==> src/rtl/alu_arbiter.sv <==
// alu_arbiter: round-robin arbiter that lets two requesters share one
// external combinational ALU. A transaction is three states long:
// IDLE (grant), EXEC (result capture), DONE (acknowledge pulse).
module alu_arbiter #(
   parameter int DATA_WIDTH = 8
) (
   input  logic                  i_clk,
   input  logic                  i_reset,
   input  logic                  i_req0,
   input  logic                  i_req1,
   input  logic [DATA_WIDTH-1:0] i_opA0,
   input  logic [DATA_WIDTH-1:0] i_opB0,
   input  logic [DATA_WIDTH-1:0] i_opA1,
   input  logic [DATA_WIDTH-1:0] i_opB1,
   input  logic [2:0]            i_aluOp0,
   input  logic [2:0]            i_aluOp1,
   input  logic [DATA_WIDTH-1:0] i_aluResult,
   output logic                  o_ack0,
   output logic                  o_ack1,
   output logic [DATA_WIDTH-1:0] o_result0,
   output logic [DATA_WIDTH-1:0] o_result1,
   output logic                  o_busy,
   output logic [DATA_WIDTH-1:0] o_aluOperand1,
   output logic [DATA_WIDTH-1:0] o_aluOperand2,
   output logic [2:0]            o_aluAluop
);

   typedef enum logic [1:0] {
      IDLE = 2'd0,
      EXEC = 2'd1,
      DONE = 2'd2
   } state_t;

   state_t                r_state;
   logic                  r_grantId;
   logic                  r_lastGrant;
   logic                  r_ack0;
   logic                  r_ack1;
   logic                  r_busy;
   logic [DATA_WIDTH-1:0] r_result0;
   logic [DATA_WIDTH-1:0] r_result1;
   logic [DATA_WIDTH-1:0] r_aluOperand1;
   logic [DATA_WIDTH-1:0] r_aluOperand2;
   logic [2:0]            r_aluAluop;

   logic                  w_anyReq;
   logic                  w_winner;
   logic [DATA_WIDTH-1:0] w_winOpA;
   logic [DATA_WIDTH-1:0] w_winOpB;
   logic [2:0]            w_winAluOp;

   // Pick the winner: a lone requester wins, a tie goes to whoever was not granted last.
   always_comb begin
      w_anyReq   = i_req0 | i_req1;
      w_winner   = (i_req0 & i_req1) ? ~r_lastGrant : i_req1;
      w_winOpA   = w_winner ? i_opA1   : i_opA0;
      w_winOpB   = w_winner ? i_opB1   : i_opB0;
      w_winAluOp = w_winner ? i_aluOp1 : i_aluOp0;
   end

   // Transaction sequencer: grant in IDLE, capture the ALU result in EXEC, pulse ACK in DONE.
   always_ff @(posedge i_clk) begin
      if (i_reset) begin
         r_state       <= IDLE;
         r_grantId     <= 1'b0;
         r_lastGrant   <= 1'b1;
         r_ack0        <= 1'b0;
         r_ack1        <= 1'b0;
         r_busy        <= 1'b0;
         r_result0     <= '0;
         r_result1     <= '0;
         r_aluOperand1 <= '0;
         r_aluOperand2 <= '0;
         r_aluAluop    <= 3'b000;
      end else begin
         case (r_state)
            IDLE: begin
               if (w_anyReq) begin
                  r_aluOperand1 <= w_winOpA;
                  r_aluOperand2 <= w_winOpB;
                  r_aluAluop    <= w_winAluOp;
                  r_grantId     <= w_winner;
                  r_lastGrant   <= w_winner;
                  r_busy        <= 1'b1;
                  r_state       <= EXEC;
               end
            end
            EXEC: begin
               if (r_grantId) begin
                  r_result1 <= i_aluResult;
               end else begin
                  r_result0 <= i_aluResult;
               end
               r_ack0  <= ~r_grantId;
               r_ack1  <= r_grantId;
               r_state <= DONE;
            end
            DONE: begin
               r_ack0  <= 1'b0;
               r_ack1  <= 1'b0;
               r_busy  <= 1'b0;
               r_state <= IDLE;
            end
            default: begin
               r_ack0  <= 1'b0;
               r_ack1  <= 1'b0;
               r_busy  <= 1'b0;
               r_state <= IDLE;
            end
         endcase
      end
   end

   assign o_ack0        = r_ack0;
   assign o_ack1        = r_ack1;
   assign o_busy        = r_busy;
   assign o_result0     = r_result0;
   assign o_result1     = r_result1;
   assign o_aluOperand1 = r_aluOperand1;
   assign o_aluOperand2 = r_aluOperand2;
   assign o_aluAluop    = r_aluAluop;

endmodule

==> config.mk <==
export PLATFORM = sky130hd
export DESIGN_NAME = alu_arbiter
export DESIGN_NICKNAME = d
export VERILOG_FILES = /design/src/rtl/alu_arbiter.sv
export SDC_FILE = /design/constraint.sdc
export NUM_CORES = 1
export LEC_CHECK = 0
export BUFFER_PORTS_ARGS = -buffer_cell sky130_fd_sc_hd__buf_2
export CAP_MARGIN = 10
export CORE_MARGIN = 8
export CORE_UTILIZATION = 41
export CTS_CLUSTER_SIZE = 10
export DETAILED_ROUTE_END_ITERATION = 12
export HOLD_SLACK_MARGIN = 0.06
export MAX_ROUTING_LAYER = met4
export PLACE_DENSITY_LB_ADDON = 0.15
export SLEW_MARGIN = 40
export SYNTH_ARGS = -nofsm -noshare
export SYNTH_HDL_FRONTEND = slang
export SYNTH_SLANG_ARGS = --single-unit
==> constraint.sdc <==
create_clock -name i_clk -period 1.3 [get_ports i_clk]
set_clock_uncertainty 0.1 [all_clocks]
set_input_delay 0.39 -clock i_clk [delete_from_list [all_inputs] [get_ports i_clk]]
set_output_delay 0.39 -clock i_clk [all_outputs]
set_load 0.02 [all_outputs]
# Word-level counts from Yosys, hierarchy flattened
# Index checks and enable logic that the tools add are counted.
# word_totals
latchBits	0
mem_bits_ro	0
regBits	42
mem_count	0
in_bits	50
mem_bits_rw	0
# classes
order_cmp	0
n_mul	0
n_div	0
bitwise	5
n_eq_ne	2
add_sub_neg	0
mux	10
n_shift	0
reduce_logical	5
# op_table
cell	count
two-way mux 8 bit	2
AND reduction 2 bit	4
case mux 1 bit (2 select lines)	3
case mux 2 bit (2 select lines)	1
two-way mux 3 bit	1
inverter 1 bit	3
== test 2 x 1 -> 1 bit, second input constant	1
logical NOT 2 bit	1
two-way mux 1 bit	2
two-way mux 2 bit	1
inequality test 2 bit, second input constant	1
bitwise AND 1 bit	1
OR 1 bit	1

# Depth between registers and ports, before layout
# Gate-level depths: netlist of run 1.
# depth
word_depth	3
mapped_depth	5

# Worst setup path after synthesis of run 1
# OpenSTA, ideal clock, no wires.
# synth_timing
path_type	input-to-reg
from	input i_req1
to	register r_aluOperand1[2], in the netlist o_aluOperand1[2]
n_path_buf	1
setup_ns	0.088
arrival_ns	1.134
stages	4
setup_slack_ns	-0.022
required_ns	1.112
cell_sequence	or2_1 and2_4 buf_6 a311oi_2
# synth_between
elab_chain_len	3
elab_cells_between_ends	5
classes_between	2 x mux; 2 x bitwise; 1 x reduce/logical
# synth_lines
item	line_no	rtl
start, declared	10	input logic i_req1,
bitwise AND 1 bit	55	w_winner = (i_req0 & i_req1) ? ~r_lastGrant : i_req1;
two-way mux 1 bit	55	
two-way mux 8 bit	56	w_winOpA = w_winner ? i_opA1 : i_opA0;
end signal, assigned	79	r_aluOperand1 <= w_winOpA;
end, declared	42	logic [DATA_WIDTH-1:0] r_aluOperand1;
# Several ways; a longest one is shown, not always the timed one.
# A chain may end at the register's enable or synchronous reset.

# Final worst setup path of run 1
# layout_timing
from	register r_aluOperand2[6], in the netlist o_aluOperand2[6]
to	output o_aluOperand2[6]
# layout_rtl
item	line_no	rtl
start, declared	43	logic [DATA_WIDTH-1:0] r_aluOperand2;
start signal, assigned	80	r_aluOperand2 <= w_winOpB;
end, declared	24	output logic [DATA_WIDTH-1:0] o_aluOperand2,
# No word-level cell between the ends.

==> flow_summary_export.csv, run 1 <==
group,metric,value,unit
setup_path,worstSetupPathType,"register to primary output",
synth,syn_avg_cell_area,9.38,sq um
synth,ys.flop_type,"dfxtp_1",
cells_and_area,fin_cells,339,
setup_path,crit_buf_inv,1,
synth,yosysTopAreaCell,"dfxtp_1",
flow_run,drv_cap,0,
synth,synthCells,188,
power_and_ir_drop,cellLeakagePower,1.24,nW
global_routing,grt_antenna_before_repair,0,
routing,wire_per_inst,15.1,um
synth,yosys_warnings,0,
cells_and_area,layout.nets,336,
synth,synth_top_cell_area_share,47.7,%
setup_path,crit_slowest_cell,"dfxtp_1",
floorplanning,core_area,4230,sq um
placed_design,hpwl,3690,um
setup_path,critical_path_required,810,ps
setup_path,arrival,800,ps
setup_path,cp_max_fo,2,
sta,hold_violations,0,
floorplanning,row_count,24,
clock_network,cts_buffer_depth,2,
sta,drv_slew,0,
setup_path,critical-path-top-delay-family,"flip-flops",
global_routing,grt_usage,15.2,%
synth,syn_nets,238,
power_and_ir_drop,powerDensity,1210,nW/um^2
clock_network,root_buffer,"clkbuf_8",
cells_and_area,post-route-util,61.9,%
floorplanning,io-pin-count,88,
setup_path,cpPeakStageDelay,360,ps
global_routing,grt-ovfl-total,0,
synth,ys_ff_latch,42,
sta,rsz0062_at_grt,"true",
clock_network,h-tree-depth,2,
clock_network,clk_latency,290,ps
status,status,"completed",
clock_network,cts_tree,"yes",
placed_design,dp.cells,326,
worst_hold_path,hp-class,"primary input to register",
power_and_ir_drop,peakVddDrop,0.600,mV
floorplanning,dieArea,6660,sq um
floorplanning,die_h,81.6,um
sta,slew_headroom,79.0,%
placed_design,place_congestion,0.801,
setup_path,cp-start-kind,"register",
clock_network,cts.clk_slew.worst_paths,80,ps
setup_path,endpoint_kind,"primary output",
sta,min_period,1290,ps
sta,worst_pin_slew,314,ps
cells_and_area,areaGrowthSynthToFinish,48.5,%
synth,ys_seq_area_share,47.7,%
cells_and_area,drive_above_1_share,56.1,%
clock_network,cts_sinks,42,
sta,period_share,98.9,%
synth,async_reset_ff_share,0,%
routing,drt_iter0_drc,73,
sta,setup_violations,0,
synth,synth_edf_count,0,
routing,first_pass_iters,4,
routing,vias,1697,
sta,fmax,0.778,GHz
cells_and_area,nFillCells,374,
global_routing,grt_max_degree,21,
floorplanning,die_w,81.6,um
synth,synthDistinctLibCells,23,
routing,viasPerCell,5.01,
floorplanning,initial_core_util,41.7,%
global_routing,grt_pass1_vias,1707,
routing,drt.antenna.violating_nets,0,
placed_design,io_buffers,87,
setup_path,crit_path_cell_trace,"buf_4",
routing,drc,0,
global_routing,grt_pass1_wl,7810,um
synth,ys_top_cells_by_area,"dfxtp_1 48%, mux2i_1 9.6%, nand2_1 8.5%, a311oi_1 7.0%, a21oi_1 6.0%",
clock_network,numCtsBuffers,5,
synth,syn_area,1760,sq um
routing,totalWireLength,5130,um
cells_and_area,num_antenna_cells,0,
-- cell families (layout without fill, tap and decap cells) --
family | Yosys count | after routing | synth area share, %
muxes | 17 | 17 | 9.65
DFF | 42 | 42 | 47.7
buffers and inverters | 17 | 114 | 6.45
AOI/OAI and AO/OA | 45 | 46 | 19.8
and+or+nand+nor | 67 | 68 | 16.5
-- area by class of cell --
cell class	count	area (sq um)	share of cell area, %
clock buffers	7	86.3	3.30
clock inverters	1	5.00	0.191
multi-input cells	131	881	33.6
flip-flops and latches	42	880	33.6
well taps	52	65.1	2.48
repair buffers	106	703	26.8
-- through the flow --
step	total power, mW	setup TNS (ps)	worst slack [ps]	hold WS [ps]	cell area (sq um)
after floorplan	1.95	0	15.8	405	1770
after global placement	2.19	-2980	-179	370	2290
after detailed placement	2.20	-3870	-237	376	2290
after CTS	3.08	-43.4	-11.5	244	2420
after global routing	3.34	-148	-37.9	244	2620
final	3.16	0	14.4	249	2620
-- state kept, by name (all words and copies together), names as in the netlist --
name and flops:
o_aluAluop 3, r_lastGrant 1, o_ack1 1, o_ack0 1, o_busy 1, o_result0 8, o_aluOperand2 8, o_aluOperand1 8
r_grantId 1, r_state 2, o_result1 8
-- cell usage after synthesis (4+ instances only) --
cell type,count
a311oi_2,5
clkbuf_1,5
buf_4,4
buf_6,4
dfxtp_1,42
a21oi_1,21
mux2i_1,17
nand2_1,40
a311oi_1,14
nor2_1,17
buf_2,4
-- tightest hold or removal path, delay by kind of cell --
| kind | cells | cell delay (ps) |
|---|---|---|
| simple gates | 1 | 70 |
| mux | 1 | 60 |
| buf+inv | 1 | 90 |
-- routing by layer --
| layer | share of wire [%] | track usage, % | routed length [um] | vias to the layer above |
|---|---|---|---|---|
| met5 | 0 | - | 0 | - |
| met4 | 0.92 | 4.74 | 47 | 0 |
| met3 | 8.1 | 4.92 | 413 | 6 |
| met2 | 48 | 24.8 | 2470 | 56 |
| met1 | 43 | 17.3 | 2200 | 779 |
| li1 | - | - | - | 856 |
-- worst paths after layout --
kind | from | slack (ps) | to | cells after the start
min | i_aluResult[6] | 250 | o_result1[6] | 3
min reg2reg | o_result1[3] | 380 | o_result1[3] | 2
max reg2reg | r_state[0] | 30 | o_aluOperand2[6] | 4
max | o_aluOperand2[6] | 10 | o_aluOperand2[6] | 1
-- cell usage in the layout (no fill, tap or decap), types with 6 or more instances in the layout --
master / instances
a311oi_2: 10
clkbuf_8: 6
dfxtp_2: 28
nor2_1: 17
nand2_1: 40
buf_6: 6
a311oi_1: 9
mux2i_1: 17
a21oi_1: 21
buf_2: 51
dfxtp_1: 13
buf_4: 48
-- report_power, final --
group	internal [mW]	total, mW	leakage [nW]	switching [mW]
registers	1.41	1.48	0.356	0.0716
clock network	0.428	0.846	0.0482	0.417
logic	0.393	0.835	0.839	0.442
-- repair_timing --
item | CTS | global route
gates resized for setup | 17 | 68
hold buffers | 0 | 0
setup endpoints to repair | 31 | 52
buffers inserted | 0 | 2
pin swaps | 0 | 9
gates cloned | 1 | 2
Note: power is estimated with default switching activity, not from simulation.
==> run 2, diff against run 1 <==
Settings changed: CORE_MARGIN 8 to unset, CORE_UTILIZATION 41 to 45.
Clock period 1.3 ns to 1.35 ns, I/O delays scaled along.
==> flow_summary_export.csv, run 2 (synthesis results as in run 1) <==
group,metric,value,unit
sta,fmax,0.758,GHz
routing,drt_iter0_drc,62,
status,status,"completed",
placed_design,dp_slack,-193,ps
clock_network,post_cts_buffers,0,
global_routing,grt_busiest_layer,"met2",
routing,totalWireLength,4120,um
floorplanning,die_w,64.6,um
cells_and_area,areaGrowthSynthToFinish,37.7,%
floorplanning,initial_core_util,47.5,%
global_routing,grtUsageMet2,35.3,%
flow_run,drv_cap,0,
global_routing,grtUsageMet1,25.5,%
routing,vias,1652,
power_and_ir_drop,powerDensity,1200,nW/um^2
cells_and_area,post-route-util,65.4,%
power_and_ir_drop,peakVddDrop,0.749,mV
clock_network,cts_tree,"yes",
power_and_ir_drop,p_sw_share,29.2,%
power_and_ir_drop,clkPwrFrac,27.9,%
setup_path,crit_path_cell_trace,"buf_2",
setup_path,cpPeakStageDelay,350,ps
placed_design,io_buffers,87,
clock_network,cts_sinks,42,
floorplanning,dieArea,4180,sq um
cells_and_area,regArea,843,sq um
sta,worst_slack,30.1,ps
clock_network,h-tree-depth,2,
setup_path,critical_path_required,850,ps
cells_and_area,nFillCells,339,
floorplanning,io-pin-count,88,
power_and_ir_drop,pwr-share-comb,24.0,%
routing,first_pass_iters,4,
cells_and_area,multi_input_area,813,sq um
cells_and_area,layout.nets,331,
setup_path,arrival,810,ps
setup_path,critical-path-top-delay-family,"flip-flops",
setup_path,crit_slowest_cell,"dfxtp_1",
setup_path,cp-start-kind,"register",
placed_design,hpwl,3050,um
clock_network,root_buffer,"clkbuf_8",
cells_and_area,final_cell_mix,"84 x buf_2, 40 x nand2_1, 40 x dfxtp_1, 21 x a21oi_1",
routing,drc,0,
floorplanning,row_count,22,
routing,wire_per_inst,12.5,um
placed_design,place_congestion,0.767,
sta,hold_violations,0,
clock_network,clk_latency,290,ps
power_and_ir_drop,pwr-share-seq,48.1,%
sta,worst_pin_slew,384,ps
power_and_ir_drop,power.net_switching,853,uW
sta,drv_slew,0,
sta,period_share,97.8,%
power_and_ir_drop,cellLeakagePower,1.20,nW
global_routing,grt_pass1_vias,1554,
routing,viasPerCell,5.01,
clock_network,numCtsBuffers,5,
cells_and_area,layout_commonest_cell,"buf_2",
sta,slew_headroom,73.7,%
clock_network,cts_resized,0,
setup_path,worstSetupPathType,"register to primary output",
sta,setup_violations,0,
global_routing,grt-ovfl-total,0,
sta,min_period,1320,ps
clock_network,cts_hold_buf,0,
cells_and_area,num_antenna_cells,0,
clock_network,cts_buffer_depth,2,
worst_hold_path,hp-class,"primary input to register",
floorplanning,core_area,3720,sq um
setup_path,endpoint_kind,"primary output",
cells_and_area,drive_above_1_share,43.6,%
global_routing,grt_use_met3,5.99,%
routing,drt.antenna.violating_nets,0,
sta,holdWs,262,ps
setup_path,cp_max_fo,2,
floorplanning,die_h,64.6,um
global_routing,grt_usage,21.5,%
global_routing,grt_max_degree,21,
power_and_ir_drop,internal-power,2.07,mW
clock_network,cts.clk_slew.worst_paths,80,ps
global_routing,grt_pass1_wl,6800,um
setup_path,crit_buf_inv,1,
global_routing,grt_antenna_before_repair,0,
[run 2: worst paths after layout]
check,end,cells after the start,slack [ps],from
max,o_ack1,1,30,o_ack1
min,o_result1[4],3,260,i_aluResult[4]
max reg2reg,o_aluOperand2[0],4,90,r_lastGrant
min reg2reg,o_result1[2],2,390,o_result1[2]
[run 2: area by class of cell]
cell class | instances | share of cell area, %
flip-flops and latches | 42 | 34.7
clock buffers | 7 | 3.55
repair buffers | 103 | 25.6
clock inverters | 1 | 0.206
well taps | 48 | 2.47
multi-input cells | 129 | 33.5
[run 2: power groups by stage]
stage / clock (mW) / sequential [mW] / combinational, mW
final: 0.815 / 1.40 / 0.702
after detailed placement: 0 / 1.43 / 0.697
after CTS: 0.843 / 1.40 / 0.699
after global placement: 0 / 1.43 / 0.692
after global routing: 0.904 / 1.42 / 0.768
after floorplan: 0 / 1.54 / 0.330
[run 2: stage by stage]
step	cells	TNS (ps)	total power, mW	cell area (sq um)
floorplan	188	0	1.87	1760
global placement	322	-2310	2.12	2320
detailed placement	322	-3060	2.13	2320
CTS	330	0	2.94	2410
global route	330	-10.3	3.09	2430
finish	330	0	2.92	2430
[run 2: layer usage]
metal / vias up / share of wire (%)
li1: 848 / -
met1: 748 / 44
met2: 52 / 49
met3: 4 / 5.6
met4: 0 / 0.83
met5: - / 0
==> run 3, diff against run 2 <==
Settings changed: RECOVER_POWER set to 100.
==> flow_summary_export.csv, run 3 (synthesis results as in run 1) <==
group,metric,value,unit
status,status,"completed",
placed_design,place_congestion,0.767,
clock_network,h-tree-depth,2,
floorplanning,core_area,3720,sq um
cells_and_area,layout.nets,331,
routing,viasPerCell,5.02,
power_and_ir_drop,pwr-share-comb,23.9,%
setup_path,crit_start,"o_ack1",
placed_design,io_buffers,87,
cells_and_area,design_area,2420,sq um
routing,drt_iter0_drc,61,
sta,setup_tns,0,ps
setup_path,critical-path-top-delay-family,"flip-flops",
global_routing,grt_antenna_before_repair,0,
setup_path,r2r_start,"r_state[0]",
routing,drc,0,
routing,first_pass_iters,4,
sta,worst_pin_slew,387,ps
clock_network,numCtsBuffers,5,
floorplanning,row_count,22,
setup_path,worstSetupPathType,"register to primary output",
floorplanning,dieArea,4180,sq um
routing,drt.antenna.violating_nets,0,
sta,slew_headroom,73.5,%
routing,totalWireLength,4140,um
cells_and_area,nFillCells,340,
sta,setup_violations,0,
setup_path,arrival,810,ps
power_and_ir_drop,powerDensity,1210,nW/um^2
cells_and_area,final_cell_mix,"84 x buf_2, 40 x nand2_1, 40 x dfxtp_1, 21 x a21oi_1",
sta,min_period,1320,ps
power_and_ir_drop,power.net_switching,855,uW
sta,period_share,97.7,%
setup_path,crit_path_cell_trace,"buf_2",
clock_network,cts_tree,"yes",
clock_network,cts.clk_slew.worst_paths,80,ps
cells_and_area,drive_above_1_share,43.3,%
setup_path,crit_slowest_cell,"dfxtp_1",
global_routing,grt_pass1_vias,1554,
floorplanning,die_w,64.6,um
flow_run,drv_cap,0,
cells_and_area,post-route-util,65.2,%
global_routing,grt-ovfl-total,0,
placed_design,hpwl,3050,um
placed_design,placed_area,2320,sq um
power_and_ir_drop,clkPwrFrac,28.0,%
setup_path,critical_path_required,850,ps
power_and_ir_drop,peakVddDrop,0.750,mV
floorplanning,die_h,64.6,um
sta,hold_violations,0,
global_routing,grt_pass1_wl,6800,um
clock_network,post_cts_buffers,0,
setup_path,cpPeakStageDelay,350,ps
routing,wire_per_inst,12.5,um
power_and_ir_drop,p_sw_share,29.3,%
worst_hold_path,hp-class,"primary input to register",
cells_and_area,areaGrowthSynthToFinish,37.3,%
clock_network,cts_sinks,42,
global_routing,grt_max_degree,21,
setup_path,cp_max_fo,2,
clock_network,clk_latency,290,ps
sta,fmax,0.758,GHz
clock_network,root_buffer,"clkbuf_8",
power_and_ir_drop,pwr-share-seq,48.1,%
cells_and_area,num_antenna_cells,0,
floorplanning,initial_core_util,47.5,%
setup_path,cp-start-kind,"register",
setup_path,endpoint_kind,"primary output",
setup_path,crit_buf_inv,1,
floorplanning,io-pin-count,88,
routing,vias,1656,
sta,drv_slew,0,
clock_network,cts_buffer_depth,2,
power_and_ir_drop,cellLeakagePower,1.20,nW
power_and_ir_drop,internal-power,2.07,mW
global_routing,grt_usage,21.5,%
cells_and_area,layout_commonest_cell,"buf_2",
worst_hold_path,min_from,"i_aluResult[4]",
power_and_ir_drop,finalPower,2.92,mW
run 3: power by group through the flow:
stage,clock (mW),combinational (mW),sequential [mW]
3_3_place_gp,0,0.692,1.43
6_report,0.818,0.699,1.40
5_1_grt,0.904,0.765,1.42
4_1_cts,0.843,0.699,1.40
3_5_place_dp,0,0.697,1.43
2_1_floorplan,0,0.330,1.54
run 3: layer usage:
layer,share of wire [%],GRT usage [%],wire length (um)
met2,49,35.3,2010
met3,5.5,5.99,229
met1,45,25.5,1850
met5,0,-,0
met4,1.2,6.67,49
run 3: final cells by class:
type                            count  area, sq um  share of cell area [%]
Clock inverter                      1         5.00                   0.207
Sequential cell                    42          843                    34.8
Tap cell                           48         60.1                    2.48
Clock buffer                        7         86.3                    3.56
Multi-Input combinational cell    129          813                    33.6
Timing Repair Buffer              103          614                    25.4
run 3: metrics by stage:
stage | setup WS, ps | hold slack (ps) | std cells
global placement | -140 | 368 | 322
global route | -6.02 | 269 | 330
CTS | 7.37 | 254 | 330
finish | 30.5 | 260 | 330
floorplan | 13.0 | 405 | 188
detailed placement | -193 | 377 | 322
run 3: worst paths after layout:
check        slack, ps  cells past startpoint            to
max                 30                      1        o_ack1
max reg2reg         90                      3        o_ack0
min                260                      3  o_result1[4]
min reg2reg        390                      2  o_result1[2]
run 3: what timing repair did:
| action | in CTS | in global routing |
|---|---|---|
| resized for setup | 0 | 8 |
| endpoints found under the setup margin | 0 | 30 |
| hold endpoints to repair | 0 | 0 |
| hold buffers | 0 | 0 |
